`config.mk`:
```
export PLATFORM = sky130hd
export DESIGN_NAME = ram_shift_ctrl
export DESIGN_NICKNAME = d
export VERILOG_FILES = /design/src/rtl/ram_shift_ctrl.sv
export SDC_FILE = /design/constraint.sdc
export NUM_CORES = 1
export LEC_CHECK = 0
export ABC_AREA = 1
export BUFFER_PORTS_ARGS = -buffer_cell sky130_fd_sc_hd__buf_2
export CAP_MARGIN = 20
export CORE_UTILIZATION = 25
export CTS_BUF_LIST = sky130_fd_sc_hd__clkbuf_4
export CTS_CLUSTER_SIZE = 40
export DETAILED_ROUTE_END_ITERATION = 12
export PLACE_DENSITY_LB_ADDON = 0.15
export SLEW_MARGIN = 15
export SYNTH_ARGS = -nofsm -noshare
export SYNTH_HDL_FRONTEND = slang
export SYNTH_SLANG_ARGS = --single-unit
```
`constraint.sdc`:
```
create_clock -name CLK -period 2.1 [get_ports CLK]
set_input_delay 0.105 -clock CLK [delete_from_list [all_inputs] [get_ports CLK]]
set_output_delay 0.105 -clock CLK [all_outputs]
set_load 0.1 [all_outputs]
```
`src/rtl/ram_shift_ctrl.sv`:
```
// Sequencer for a RAM-based shift register: circular pointers, programmable tap length,
// fill/valid tracking and a full-depth zero sweep. RAM addresses are combinational from registers.
module ram_shift_ctrl #(
   parameter int SIZE        = 512,
   parameter int ADDR        = 9,
   parameter int DEFAULT_LEN = 16
) (
   input  logic            CLK,
   input  logic            reset,
   input  logic            shift_en,
   input  logic            cfg_load,
   input  logic [ADDR:0]   cfg_len,
   input  logic            clr_req,
   output logic            ram_clk_en,
   output logic [ADDR-1:0] ram_wr_addr,
   output logic [ADDR-1:0] ram_rd_addr,
   output logic            ram_rd_en,
   output logic            ram_zero,
   output logic            out_valid,
   output logic            busy,
   output logic            cfg_err,
   output logic [ADDR:0]   tap_len_q
);

   localparam int LW = ADDR + 1;
   localparam logic [ADDR:0]   LEN_MAX  = LW'(SIZE);
   localparam logic [ADDR:0]   LEN_ONE  = LW'(1);
   localparam logic [ADDR-1:0] PTR_ONE  = ADDR'(1);
   localparam logic [ADDR-1:0] CLR_LAST = ADDR'(SIZE - 1);

   typedef enum logic [1:0] {S_FILL, S_RUN, S_CLEAR} state_t;

   state_t          state_q, state_d;
   logic [ADDR-1:0] wr_ptr_q, wr_ptr_d;
   logic [ADDR-1:0] clr_cnt_q, clr_cnt_d;
   logic [ADDR:0]   fill_q, fill_d;
   logic [ADDR:0]   tap_len_d;
   logic            out_valid_q, out_valid_d;
   logic            cfg_err_q, cfg_err_d;
   logic            in_clear, do_shift, cfg_ok, cfg_take;

   assign in_clear = (state_q == S_CLEAR);
   // An accepted clear request outranks a shift in the same cycle.
   assign do_shift = !in_clear && shift_en && !clr_req;
   assign cfg_ok   = (cfg_len != '0) && (cfg_len <= LEN_MAX);
   assign cfg_take = cfg_load && (in_clear || !clr_req);

   // tap_len_q == SIZE wraps to rd == wr; the RAM's read-old-data returns the oldest sample.
   assign ram_wr_addr = wr_ptr_q;
   assign ram_rd_addr = wr_ptr_q - tap_len_q[ADDR-1:0];
   assign ram_clk_en  = in_clear || do_shift;
   assign ram_rd_en   = do_shift;
   assign ram_zero    = in_clear;
   assign busy        = in_clear;
   assign out_valid   = out_valid_q;
   assign cfg_err     = cfg_err_q;

   always_comb begin
      state_d     = state_q;
      wr_ptr_d    = wr_ptr_q;
      clr_cnt_d   = clr_cnt_q;
      fill_d      = fill_q;
      tap_len_d   = tap_len_q;
      out_valid_d = out_valid_q;
      cfg_err_d   = 1'b0;

      if (in_clear) begin
         wr_ptr_d  = wr_ptr_q + PTR_ONE;
         clr_cnt_d = clr_cnt_q + PTR_ONE;
      end else if (clr_req) begin
         state_d   = S_CLEAR;
         clr_cnt_d = '0;
      end else if (do_shift) begin
         wr_ptr_d    = wr_ptr_q + PTR_ONE;
         out_valid_d = (fill_q == tap_len_q);
         if (fill_q != tap_len_q) begin
            fill_d = fill_q + LEN_ONE;
         end
         state_d = (fill_d == tap_len_q) ? S_RUN : S_FILL;
      end

      if (cfg_take) begin
         if (cfg_ok) begin
            tap_len_d   = cfg_len;
            fill_d      = '0;
            out_valid_d = 1'b0;
            if (!in_clear) begin
               state_d = S_FILL;
            end
         end else begin
            cfg_err_d = 1'b1;
         end
      end

      // End of sweep: the whole delay line now reads zero, so it is full and valid.
      if (in_clear && (clr_cnt_q == CLR_LAST)) begin
         state_d     = S_RUN;
         fill_d      = tap_len_d;
         out_valid_d = 1'b1;
      end
   end

   always_ff @(posedge CLK or posedge reset) begin
      if (reset) begin
         state_q     <= S_FILL;
         wr_ptr_q    <= '0;
         clr_cnt_q   <= '0;
         fill_q      <= '0;
         tap_len_q   <= LW'(DEFAULT_LEN);
         out_valid_q <= 1'b0;
         cfg_err_q   <= 1'b0;
      end else begin
         state_q     <= state_d;
         wr_ptr_q    <= wr_ptr_d;
         clr_cnt_q   <= clr_cnt_d;
         fill_q      <= fill_d;
         tap_len_q   <= tap_len_d;
         out_valid_q <= out_valid_d;
         cfg_err_q   <= cfg_err_d;
      end
   end

endmodule

```
* Word level (Yosys, flattened, before mapping)
Cells that the tools add are included.
W data, S select, Z words.
** Word-level totals
- Flip-flop bits (word level) :: 42
- Input bits :: 15
- Output and inout bits :: 34
- Word-level logic and storage cells :: 64
** Cells by class
- $add $sub $neg :: 4
- Magnitude comparators :: 1
- Eq/ne operators :: 6
- Muxes and demuxes :: 33
- Reduce and logical (&&, ||, !) cells :: 13
** Operators with widths (count)
- $mux W10 :: 12
- $mux W9 :: 5
- $eq A10 B10 Y1 :: 2
- $add A9 B1 Y9 const B :: 2
- $mux W2 :: 7
- $add A10 B1 Y10 const B :: 1
- $le A10 B10 Y1 const B :: 1
- $ne A10 B10 Y1 :: 1
- $reduce_bool A10 Y1 :: 1
- $eq A9 B9 Y1 const B :: 1
- $mux W1 :: 9
- $sub A9 B9 Y9 :: 1
- $logic_and A1 B1 Y1 :: 5
- $reduce_bool A2 Y1 :: 2
- $eq A2 B2 Y1 const B :: 1
- $logic_not A1 Y1 :: 2
- $logic_or A1 B1 Y1 :: 2
- $ne A2 B1 Y1 const B :: 1
- $reduce_and A2 Y1 :: 1

* Longest topological paths before layout
Gate-level depths: netlist of the first run.
- Depth in word-level cells :: 16
- Depth in mapped cells :: 15
- Mapped depth without buffers :: 15

* Least setup slack after synthesis of the first run
OpenSTA, ideal clock, no wires.
- Kind :: flip-flop to output port
- Start :: register wr_ptr_q[0], in the netlist ram_wr_addr[0]
- End :: output ram_rd_addr[8]
- Arrival time :: 3.855 ns
- Data required time :: 1.995 ns
- Path slack :: -1.860 ns
- Cell stages (with the launch flop) :: 10
- Buffers on the path :: 0
- Cells stage by stage :: dfrtp_1 inv_1 ha_1 fa_1 o21ai_0 a21o_1 a21oi_1 o21ai_0 a21oi_1 xor2_1
** Between the ends
- Longest elaborated chain between the ends :: 1
** Ends and longest elaborated chain
- from (decl) :: RTL line 34 : logic [ADDR-1:0] wr_ptr_q, wr_ptr_d;
- from (signal assigned) :: RTL line 114 : wr_ptr_q <= wr_ptr_d;
- $sub A9 B9 Y9 :: RTL line 50 : assign ram_rd_addr = wr_ptr_q - tap_len_q[ADDR-1:0];
- to (decl) :: RTL line 16 : output logic [ADDR-1:0] ram_rd_addr,
Every way passes these cells.

* Final worst setup path of the first run
- Start :: register tap_len_q[0]
- End :: output ram_rd_addr[8]
** Between the ends
- Longest elaborated chain between the ends :: 1
** Ends and longest elaborated chain
- from (decl) :: RTL line 22 : output logic [ADDR:0] tap_len_q
- from (signal assigned) :: RTL line 109 : tap_len_q <= LW'(DEFAULT_LEN);
- from (signal assigned) :: RTL line 117 : tap_len_q <= tap_len_d;
- $sub A9 B9 Y9 :: RTL line 50
Every way passes these cells.

==> results.py, run 1 <==
metrics = {
    "outcome": {
        "status": "finished, violations left",
        "violations": "negative setup slack",
    },
    "finish": {
        "mostFrequentLayoutCell": "nand2_1",
        "finalInstanceArea_sq_um": 4150,
        "diodes": 0,
        "drive_above_1_share": 0.400,
        "area_delta_synth_final_pct": 43.2,
        "fin_nets": 489,
        "fin_cells": 602,
        "final_cell_mix": "90 x nand2_1, 40 x buf_2, 36 x inv_1",
        "nFillCells": 1166,
        "seqCellArea_sq_um": 1090,
        "multi_input_area_sq_um": 1880,
    },
    "yosys": {
        "synth_top_area_frac": 0.354,
        "syn_area_sq_um": 2900,
        "syn_nets": 395,
        "syn_area_per_cell_sq_um": 7.90,
        "synth_area_leader_cell": "dfrtp_1",
        "async_reset_ff_frac": 1.00,
        "synthCells": 367,
        "synth-edff-count": 0,
        "synth_cell_types": 43,
        "ys.flop_type": "dfrtp_1",
        "ys_seq_elements": 42,
        "yosysWarningCount": 0,
        "synth_area_leaders": "dfrtp_1 35%, nand2_1 13%, xor2_1 6.6%, inv_1 5.4%, ha_1 5.2%",
        "seq_area_frac_synth": 0.363,
    },
    "run": {
        "maxCapViolations": 0,
    },
    "cts": {
        "cts_inserted_buffers": 5,
        "clkSlewWorstSetupHoldPaths_ps": 140,
        "cts-root-buf": "clkbuf_4",
        "clk_latency_ps": 370,
        "cts_tree": "built",
        "htree_levels": 2,
        "cts.path.max_buffers": 2,
        "cts.sinks": 42,
    },
    "floorplan": {
        "die_h_microns": 110,
        "dieArea_sq_um": 12000,
        "num_io_pins": 49,
        "core_sq_um": 11100,
        "start_util": 0.262,
        "fp-row-count": 38,
        "die_x_microns": 110,
    },
    "worst_setup_path": {
        "cp_slowest_cell": "dfrtp_4",
        "cp.required_ps": 2000,
        "criticalPathCategory": "flip-flop to output port",
        "path_buf_inv": 1,
        "crit_chain": "ha_4, fa_2, o21ai_4, a21o_1, a21oi_4, o21ai_2, a21oi_2, xor2_4, buf_12",
        "critPathMaxStageDelay_ps": 510,
        "critical_path.top_delay_family": "compound AO/OA/AOI/OAI gates",
        "arrival_ps": 2420,
        "cp-start-kind": "flip-flop",
        "path_max_fanout": 2,
        "worstSetupEndpointType": "output port",
    },
    "sta": {
        "period_minus_slack_ps": 2520,
        "finalCritPeriodShare": 1.20,
        "grt_setup_unrepaired": "true",
        "whs_ps": 107,
        "hold_viol": 0,
        "tightest_slew_ps": 655,
        "fin_skew_ps": 14.7,
        "setup_viol_count_final": 5,
        "finalMaxSlewViolations": 0,
        "clock.fmax_mhz": 396,
        "slew_headroom": 0.563,
        "setup_ws_ps": -422,
    },
    "route": {
        "drc": 0,
        "ant_nets": 0,
        "drt_iter0_markers": 73,
        "finalWirelength_microns": 7840,
        "routedWlPerCell_microns": 13.0,
        "firstDrtPassIters": 4,
        "vias_per_cell": 4.36,
        "vias": 2622,
    },
    "global_routing": {
        "grt_pass1_wl_microns": 12800,
        "grt-ovfl-total": 0,
        "grt_use_total": 0.141,
        "grt_start_max_net_pins": 29,
        "antenna_found_initial": 0,
        "grt_pass1_vias": 2562,
    },
    "placed_design": {
        "dp.cells": 574,
        "dp_hpwl_microns": 5960,
        "gp_congestion": 0.771,
        "portBuffers": 48,
        "dpl_cell_area_sq_um": 3750,
    },
    "worst_hold_path": {
        "hp-class": "input port to flip-flop",
    },
}
## cell usage after synthesis, types with 2 or more instances
cell type	number
nor2_4	4
nand2_1	97
inv_2	13
nand3_1	16
o21ai_0	24
nand2_4	2
dfrtp_1	41
nand2_2	3
xnor2_1	5
nand3b_1	2
buf_6	2
ha_1	12
o21ai_2	9
xor2_1	22
inv_4	2
nor2_1	25
nand3_2	2
nand4_1	7
nor3_1	2
inv_1	42
a21oi_1	12
o21ai_1	2
## stage by stage
step / TNS (ps) / utilization / setup slack (ps)
floorplan: -3270 / - / -507
finish: -1350 / 0.375 / -422
CTS: -1640 / 0.364 / -470
global placement: -69.9 / 0.339 / -69.9
global route: -2130 / 0.375 / -533
detailed placement: -110 / 0.339 / -91.7
## tightest hold or removal path: stages
cell and delay [ps]:
buf_2 120, nand2_1 60, o21ai_0 130
## per-layer routing
metal	GRT usage	up-vias	part of all wire
met2	0.227	46	0.47
met5	0	-	0
met1	0.190	1206	0.49
met3	0.0326	5	0.035
li1	-	1365	-
met4	0.0314	0	0.0079
## registers in the layout, indices dropped and copies added (netlist names)
register	count
ram_wr_addr	9
out_valid	1
fill_q	10
tap_len_q	10
cfg_err	1
clr_cnt_q	9
state_q	2
## cell type report
type / instances / share of cell area
clock buffers: 6 / 0.0109
flip-flops and latches: 42 / 0.263
clock inverters: 2 / 0.00904
multi-input cells: 266 / 0.452
repair buffers: 89 / 0.168
well taps: 140 / 0.0422
inverters: 57 / 0.0558
## logic make-up (layout without fill, tap and decap cells)
family	count (synthesis)	after routing	synth area share
flops	42	42	0.363
fa+ha+maj	13	13	0.0587
xor+xnor	28	28	0.0872
buf+inv	61	154	0.0872
compound gates	54	54	0.114
simple gates	169	171	0.290
## path summary, 6_finish.rpt
kind                                               start                  endpoint  slack [ps]  depth (start not counted)
worst max-delay path              tap_len_q[0]$_DFF_PP0_            ram_rd_addr[8]        -420                          9
worst min-delay path                          cfg_len[9]    tap_len_q[9]$_DFF_PP0_         110                          3
worst max register to register    tap_len_q[2]$_DFF_PP0_      state_q[0]$_DFF_PP0_          20                         16
worst min register to register  clr_cnt_q[7]$_DFFE_PP0P_  clr_cnt_q[7]$_DFFE_PP0P_         510                          1
max in group asynchronous                          reset  clr_cnt_q[5]$_DFFE_PP0P_        1120                          4
min in group asynchronous                          reset    tap_len_q[0]$_DFF_PP0_         360                          3
## what timing repair did
item                                    in CTS  in global routing
endpoints found under the hold margin       36                  0
gates resized for setup                      9                 22
setup buffers                                2                  4
hold buffers                                13                  0
endpoints found under the setup margin       8                 26
pin swaps                                    4                 14
cloned                                       0                  2
Power of run 1 is left out: the tool's default activity adds up to more than one toggle a clock period on the data nets, which glitch-free logic cannot reach.
==> run 2, diff against run 1 <==
--- a/config.mk
+++ b/config.mk
@@ -13,6 +13,7 @@
 export CTS_CLUSTER_SIZE = 40
 export DETAILED_ROUTE_END_ITERATION = 12
 export PLACE_DENSITY_LB_ADDON = 0.15
+export SKIP_LAST_GASP = 1
 export SLEW_MARGIN = 15
 export SYNTH_ARGS = -nofsm -noshare
 export SYNTH_HDL_FRONTEND = slang
==> run 2 against run 1 <==
Effect of this change:
- the run still ends with negative setup slack left
- cell count fell by 0.17%
- clock skew rose by 0.69 ps
- highest routed layer unchanged
- die area is the same
- sequential share of layout area up 0.17 points
- critical path type unchanged
- first-iteration DRC count is the same
==> results.py, run 2 (synthesized netlist as in run 1, its figures left out) <==
metrics = {
    "sta": {
        "tightest_slew_ps": 649,
        "clock.fmax_mhz": 396,
        "finalCritPeriodShare": 1.20,
        "whs_ps": 107,
        "grt_setup_unrepaired": "true",
        "hold_viol": 0,
        "period_minus_slack_ps": 2520,
        "slew_headroom": 0.567,
        "setup_viol_count_final": 5,
        "fin_skew_ps": 15.4,
        "finalMaxSlewViolations": 0,
        "setup_ws_ps": -424,
    },
    "route": {
        "finalWirelength_microns": 7810,
        "ant_nets": 0,
        "routedWlPerCell_microns": 13.0,
        "drc": 0,
        "vias_per_cell": 4.35,
        "drt_iter0_markers": 73,
        "firstDrtPassIters": 4,
        "vias": 2617,
    },
    "cts": {
        "clkSlewWorstSetupHoldPaths_ps": 140,
        "clk_latency_ps": 370,
        "cts.sinks": 42,
        "cts.path.max_buffers": 2,
        "cts_tree": "built",
        "cts_inserted_buffers": 5,
        "htree_levels": 2,
        "cts-root-buf": "clkbuf_4",
    },
    "finish": {
        "reg_top3": "fill_q: 10 flops, tap_len_q: 10 flops",
        "seqCellArea_sq_um": 1090,
        "drive_above_1_share": 0.390,
        "nFillCells": 1164,
        "area_delta_synth_final_pct": 42.3,
        "diodes": 0,
        "final_cell_mix": "91 x nand2_1, 40 x buf_2, 36 x inv_1",
        "mostFrequentLayoutCell": "nand2_1",
        "multi_input_area_sq_um": 1860,
        "final_util": 0.372,
        "fin_nets": 488,
    },
    "global_routing": {
        "antenna_found_initial": 0,
        "grt-ovfl-total": 0,
        "grt_pass1_vias": 2567,
        "grt_use_total": 0.140,
        "grt_start_max_net_pins": 29,
        "grt_pass1_wl_microns": 12800,
    },
    "floorplan": {
        "core_sq_um": 11100,
        "start_util": 0.262,
        "die_h_microns": 110,
        "dieArea_sq_um": 12000,
        "fp-row-count": 38,
        "die_x_microns": 110,
        "num_io_pins": 49,
    },
    "run": {
        "maxCapViolations": 0,
    },
    "placed_design": {
        "pre_cts_slack_ps": -91.7,
        "portBuffers": 48,
        "dp_hpwl_microns": 5960,
        "gp_congestion": 0.771,
    },
    "worst_hold_path": {
        "hp-class": "input port to flip-flop",
    },
    "outcome": {
        "violations": "negative setup slack",
        "status": "finished, violations left",
    },
    "worst_setup_path": {
        "criticalPathCategory": "flip-flop to output port",
        "path_max_fanout": 2,
        "worstSetupEndpointType": "output port",
        "arrival_ps": 2420,
        "cp-start-kind": "flip-flop",
        "cp.required_ps": 2000,
    },
}
## run 2: cell count changes in the layout (fill, tap and decap cells not counted)
cell,previous run,this run
nand2_2,10,9
nand3_2,4,2
buf_6,2,1
nor2_1,24,25
nand3_1,14,16
nor2_2,2,1
nand2_1,90,91
## run 2: final timing paths
path                                     startpoint                        to  slack (ps)  depth (start not counted)
max                          tap_len_q[0]$_DFF_PP0_            ram_rd_addr[8]        -420                          9
min                                      cfg_len[9]    tap_len_q[9]$_DFF_PP0_         110                          3
max reg2reg                  tap_len_q[0]$_DFF_PP0_      state_q[0]$_DFF_PP0_          70                         16
min reg2reg                clr_cnt_q[7]$_DFFE_PP0P_  clr_cnt_q[7]$_DFFE_PP0P_         510                          1
max in group asynchronous                     reset  clr_cnt_q[1]$_DFFE_PP0P_        1130                          4
min in group asynchronous                     reset    tap_len_q[0]$_DFF_PP0_         350                          3
## run 2: cell type report
| class | count | share of cell area |
|---|---|---|
| flip-flops and latches | 42 | 0.264 |
| clock buffers | 6 | 0.0109 |
| well taps | 140 | 0.0425 |
| inverters | 57 | 0.0561 |
| clock inverters | 2 | 0.00910 |
| repair buffers | 88 | 0.166 |
| multi-input cells | 266 | 0.451 |
## run 2: critical path, cell delays in order, from the launching register on
cell and delay (ps):
dfrtp_4 510, ha_4 180, fa_2 390, o21ai_4 160
a21o_1 170, a21oi_4 70, o21ai_2 120, a21oi_2 100
xor2_4 160, buf_12 190
## run 2: through the flow
step / area [sq um] / setup TNS [ps] / std cells
after global placement: 3750 / -69.9 / 574
final: 4120 / -1330 / 601
after floorplan: 3100 / -3270 / 367
after detailed placement: 3750 / -110 / 574
after CTS: 4020 / -1660 / 597
after global routing: 4120 / -2000 / 601
## run 2: what timing repair did
action | 4_1_cts | 5_1_grt
gates cloned | 0 | 2
endpoints found under the setup margin | 8 | 26
pin swaps | 4 | 9
hold endpoints to repair | 36 | 0
setup buffers | 2 | 3
resized for setup | 7 | 19
hold buffers | 13 | 0
## run 2: layer usage
layer  routed length, microns  track usage  vias up
met5                        0            0        -
met3                      304       0.0326        7
met1                     3790        0.190     1199
li1                         -            -     1361
met2                     3620        0.224       50
met4                       93       0.0362        0
Power of run 2 is left out for the same reason.
==> run 3, diff against run 2 <==
--- a/config.mk
+++ b/config.mk
@@ -18,3 +18,4 @@
 export SYNTH_ARGS = -nofsm -noshare
 export SYNTH_HDL_FRONTEND = slang
 export SYNTH_SLANG_ARGS = --single-unit
+export TNS_END_PERCENT = 20
==> run 3 against run 2 <==
Effect of this change:
- the run still ends with negative setup slack left
- worst setup slack gained 44 ps
- cell area shrank 3.5%
- count of clock-buffer cells in the layout unchanged
- critical path type unchanged
- largest cell class unchanged
==> results.py, run 3 (synthesized netlist as in run 1, its figures left out) <==
metrics = {
    "outcome": {
        "status": "finished, violations left",
        "violations": "negative setup slack",
    },
    "route": {
        "routedWlPerCell_microns": 12.6,
        "firstDrtPassIters": 4,
        "vias": 2580,
        "finalWirelength_microns": 7550,
        "ant_nets": 0,
        "vias_per_cell": 4.32,
        "drc": 0,
        "drt_iter0_markers": 86,
    },
    "global_routing": {
        "use_met1": 0.187,
        "grt_pass1_wl_microns": 12700,
        "met2_usage": 0.234,
        "grt-ovfl-total": 0,
        "grt_start_max_net_pins": 20,
        "grt_pass1_vias": 2552,
        "grtUsageMet3": 0.0225,
        "antenna_found_initial": 0,
        "grt_use_total": 0.139,
        "grt_busiest_layer": "met2",
    },
    "worst_setup_path": {
        "criticalPathCategory": "flip-flop to output port",
        "cp-start-kind": "flip-flop",
        "arrival_ps": 2380,
        "r2r_slack_ps": 20,
        "critPathMaxStageDelay_ps": 510,
        "cp_slowest_cell": "dfrtp_4",
        "worstSetupEndpointType": "output port",
        "crit_chain": "ha_4, fa_2, o21ai_2, a21o_1, a21oi_4, o21ai_2, a21oi_2, xor2_4, buf_12",
        "path_max_fanout": 2,
        "cp.required_ps": 2000,
        "cpMostUsedCell": "o21ai_2",
    },
    "finish": {
        "seqCellArea_sq_um": 1080,
        "fin_nets": 484,
        "multi_input_area_sq_um": 1760,
        "area_delta_synth_final_pct": 37.3,
        "reg_top3": "fill_q: 10 flops, tap_len_q: 10 flops",
        "diodes": 0,
        "mostFrequentLayoutCell": "nand2_1",
        "drive_above_1_share": 0.361,
        "finalInstanceArea_sq_um": 3980,
        "nFillCells": 1168,
        "final_cell_mix": "97 x nand2_1, 41 x buf_2, 39 x inv_1",
    },
    "cts": {
        "cts.sinks": 42,
        "clk_latency_ps": 360,
        "cts_inserted_buffers": 5,
        "cts_tree": "built",
        "clkSlewWorstSetupHoldPaths_ps": 130,
        "htree_levels": 2,
        "cts.path.max_buffers": 2,
        "cts-root-buf": "clkbuf_4",
    },
    "sta": {
        "period_minus_slack_ps": 2480,
        "fin_skew_ps": 15.1,
        "setup_viol_count_final": 5,
        "clock.fmax_mhz": 403,
        "finalMaxSlewViolations": 0,
        "tightest_slew_ps": 498,
        "hold_viol": 0,
        "setup_ws_ps": -381,
        "grt_setup_unrepaired": "true",
        "slew_headroom": 0.670,
        "finalCritPeriodShare": 1.18,
    },
    "floorplan": {
        "die_x_microns": 110,
        "core_sq_um": 11100,
        "num_io_pins": 49,
        "start_util": 0.262,
        "dieArea_sq_um": 12000,
        "die_h_microns": 110,
        "fp-row-count": 38,
    },
    "placed_design": {
        "gp_congestion": 0.784,
        "portBuffers": 48,
        "dp_hpwl_microns": 6040,
        "dpl_cell_area_sq_um": 3790,
    },
    "run": {
        "maxCapViolations": 0,
    },
    "worst_hold_path": {
        "hp-class": "input port to flip-flop",
    },
}
## run 3: cell count changes in the layout (fill, tap and decap cells not counted), sizes merged
cell	delta
nand3	-2
clkinvlp	-1
buf	+2
dlygate4sd3	-4
clkinv	+1
## run 3: critical path: cells and delay by family, from the launching register on
family / cells / cell delay (ps)
flip-flops: 1 / 510
buffers and inverters: 1 / 190
AO/OA/AOI/OAI: 5 / 610
adder cells (fa/ha/maj): 2 / 540
XOR/XNOR: 1 / 160
## run 3: area by class of cell
type | count | area share
clock inverter | 2 | 0.00849
clock buffer | 6 | 0.0113
multi-input combinational | 264 | 0.443
sequential | 42 | 0.273
inverter | 57 | 0.0563
tap | 140 | 0.0440
timing repair buffer | 86 | 0.164
## run 3: routing by layer
| layer | wire length [microns] | vias to the layer above | part of all wire |
|---|---|---|---|
| met2 | 3570 | 51 | 0.47 |
| met3 | 399 | 4 | 0.053 |
| li1 | - | 1340 | - |
| met1 | 3520 | 1185 | 0.47 |
| met4 | 55 | 0 | 0.0073 |
| met5 | 0 | - | 0 |
## run 3: repair_timing
item,4_1_cts,5_1_grt
setup endpoints to repair,8,13
setup buffers,0,1
resized for setup,2,3
pin swaps,4,7
hold endpoints to repair,21,0
hold buffers,9,0
## run 3: final timing paths
| kind | to | cells after the start | startpoint |
|---|---|---|---|
| worst max-delay path | ram_rd_addr[8] | 9 | tap_len_q[0]$_DFF_PP0_ |
| worst min-delay path | tap_len_q[3]$_DFF_PP0_ | 3 | cfg_len[3] |
| worst max register to register | state_q[0]$_DFF_PP0_ | 16 | tap_len_q[0]$_DFF_PP0_ |
| worst min register to register | clr_cnt_q[7]$_DFFE_PP0P_ | 1 | clr_cnt_q[7]$_DFFE_PP0P_ |
| max in group asynchronous | tap_len_q[4]$_DFF_PP1_ | 4 | reset |
| min in group asynchronous | fill_q[1]$_DFF_PP0_ | 3 | reset |
## run 3: stage by stage
| step | cells | setup slack [ps] | hold slack, ps | setup TNS [ps] | utilization |
|---|---|---|---|---|---|
| 3_5_place_dp | 579 | -47.0 | 109 | -58.2 | 0.342 |
| 4_1_cts | 596 | -438 | 4.83 | -1590 | 0.358 |
| 6_report | 597 | -381 | 10.2 | -1230 | 0.359 |
| 5_1_grt | 597 | -481 | 10.9 | -2180 | 0.359 |
| 3_3_place_gp | 579 | -13.9 | 105 | -13.9 | 0.342 |
| 2_1_floorplan | 367 | -507 | 226 | -3710 | - |
Power of run 3 is left out for the same reason.
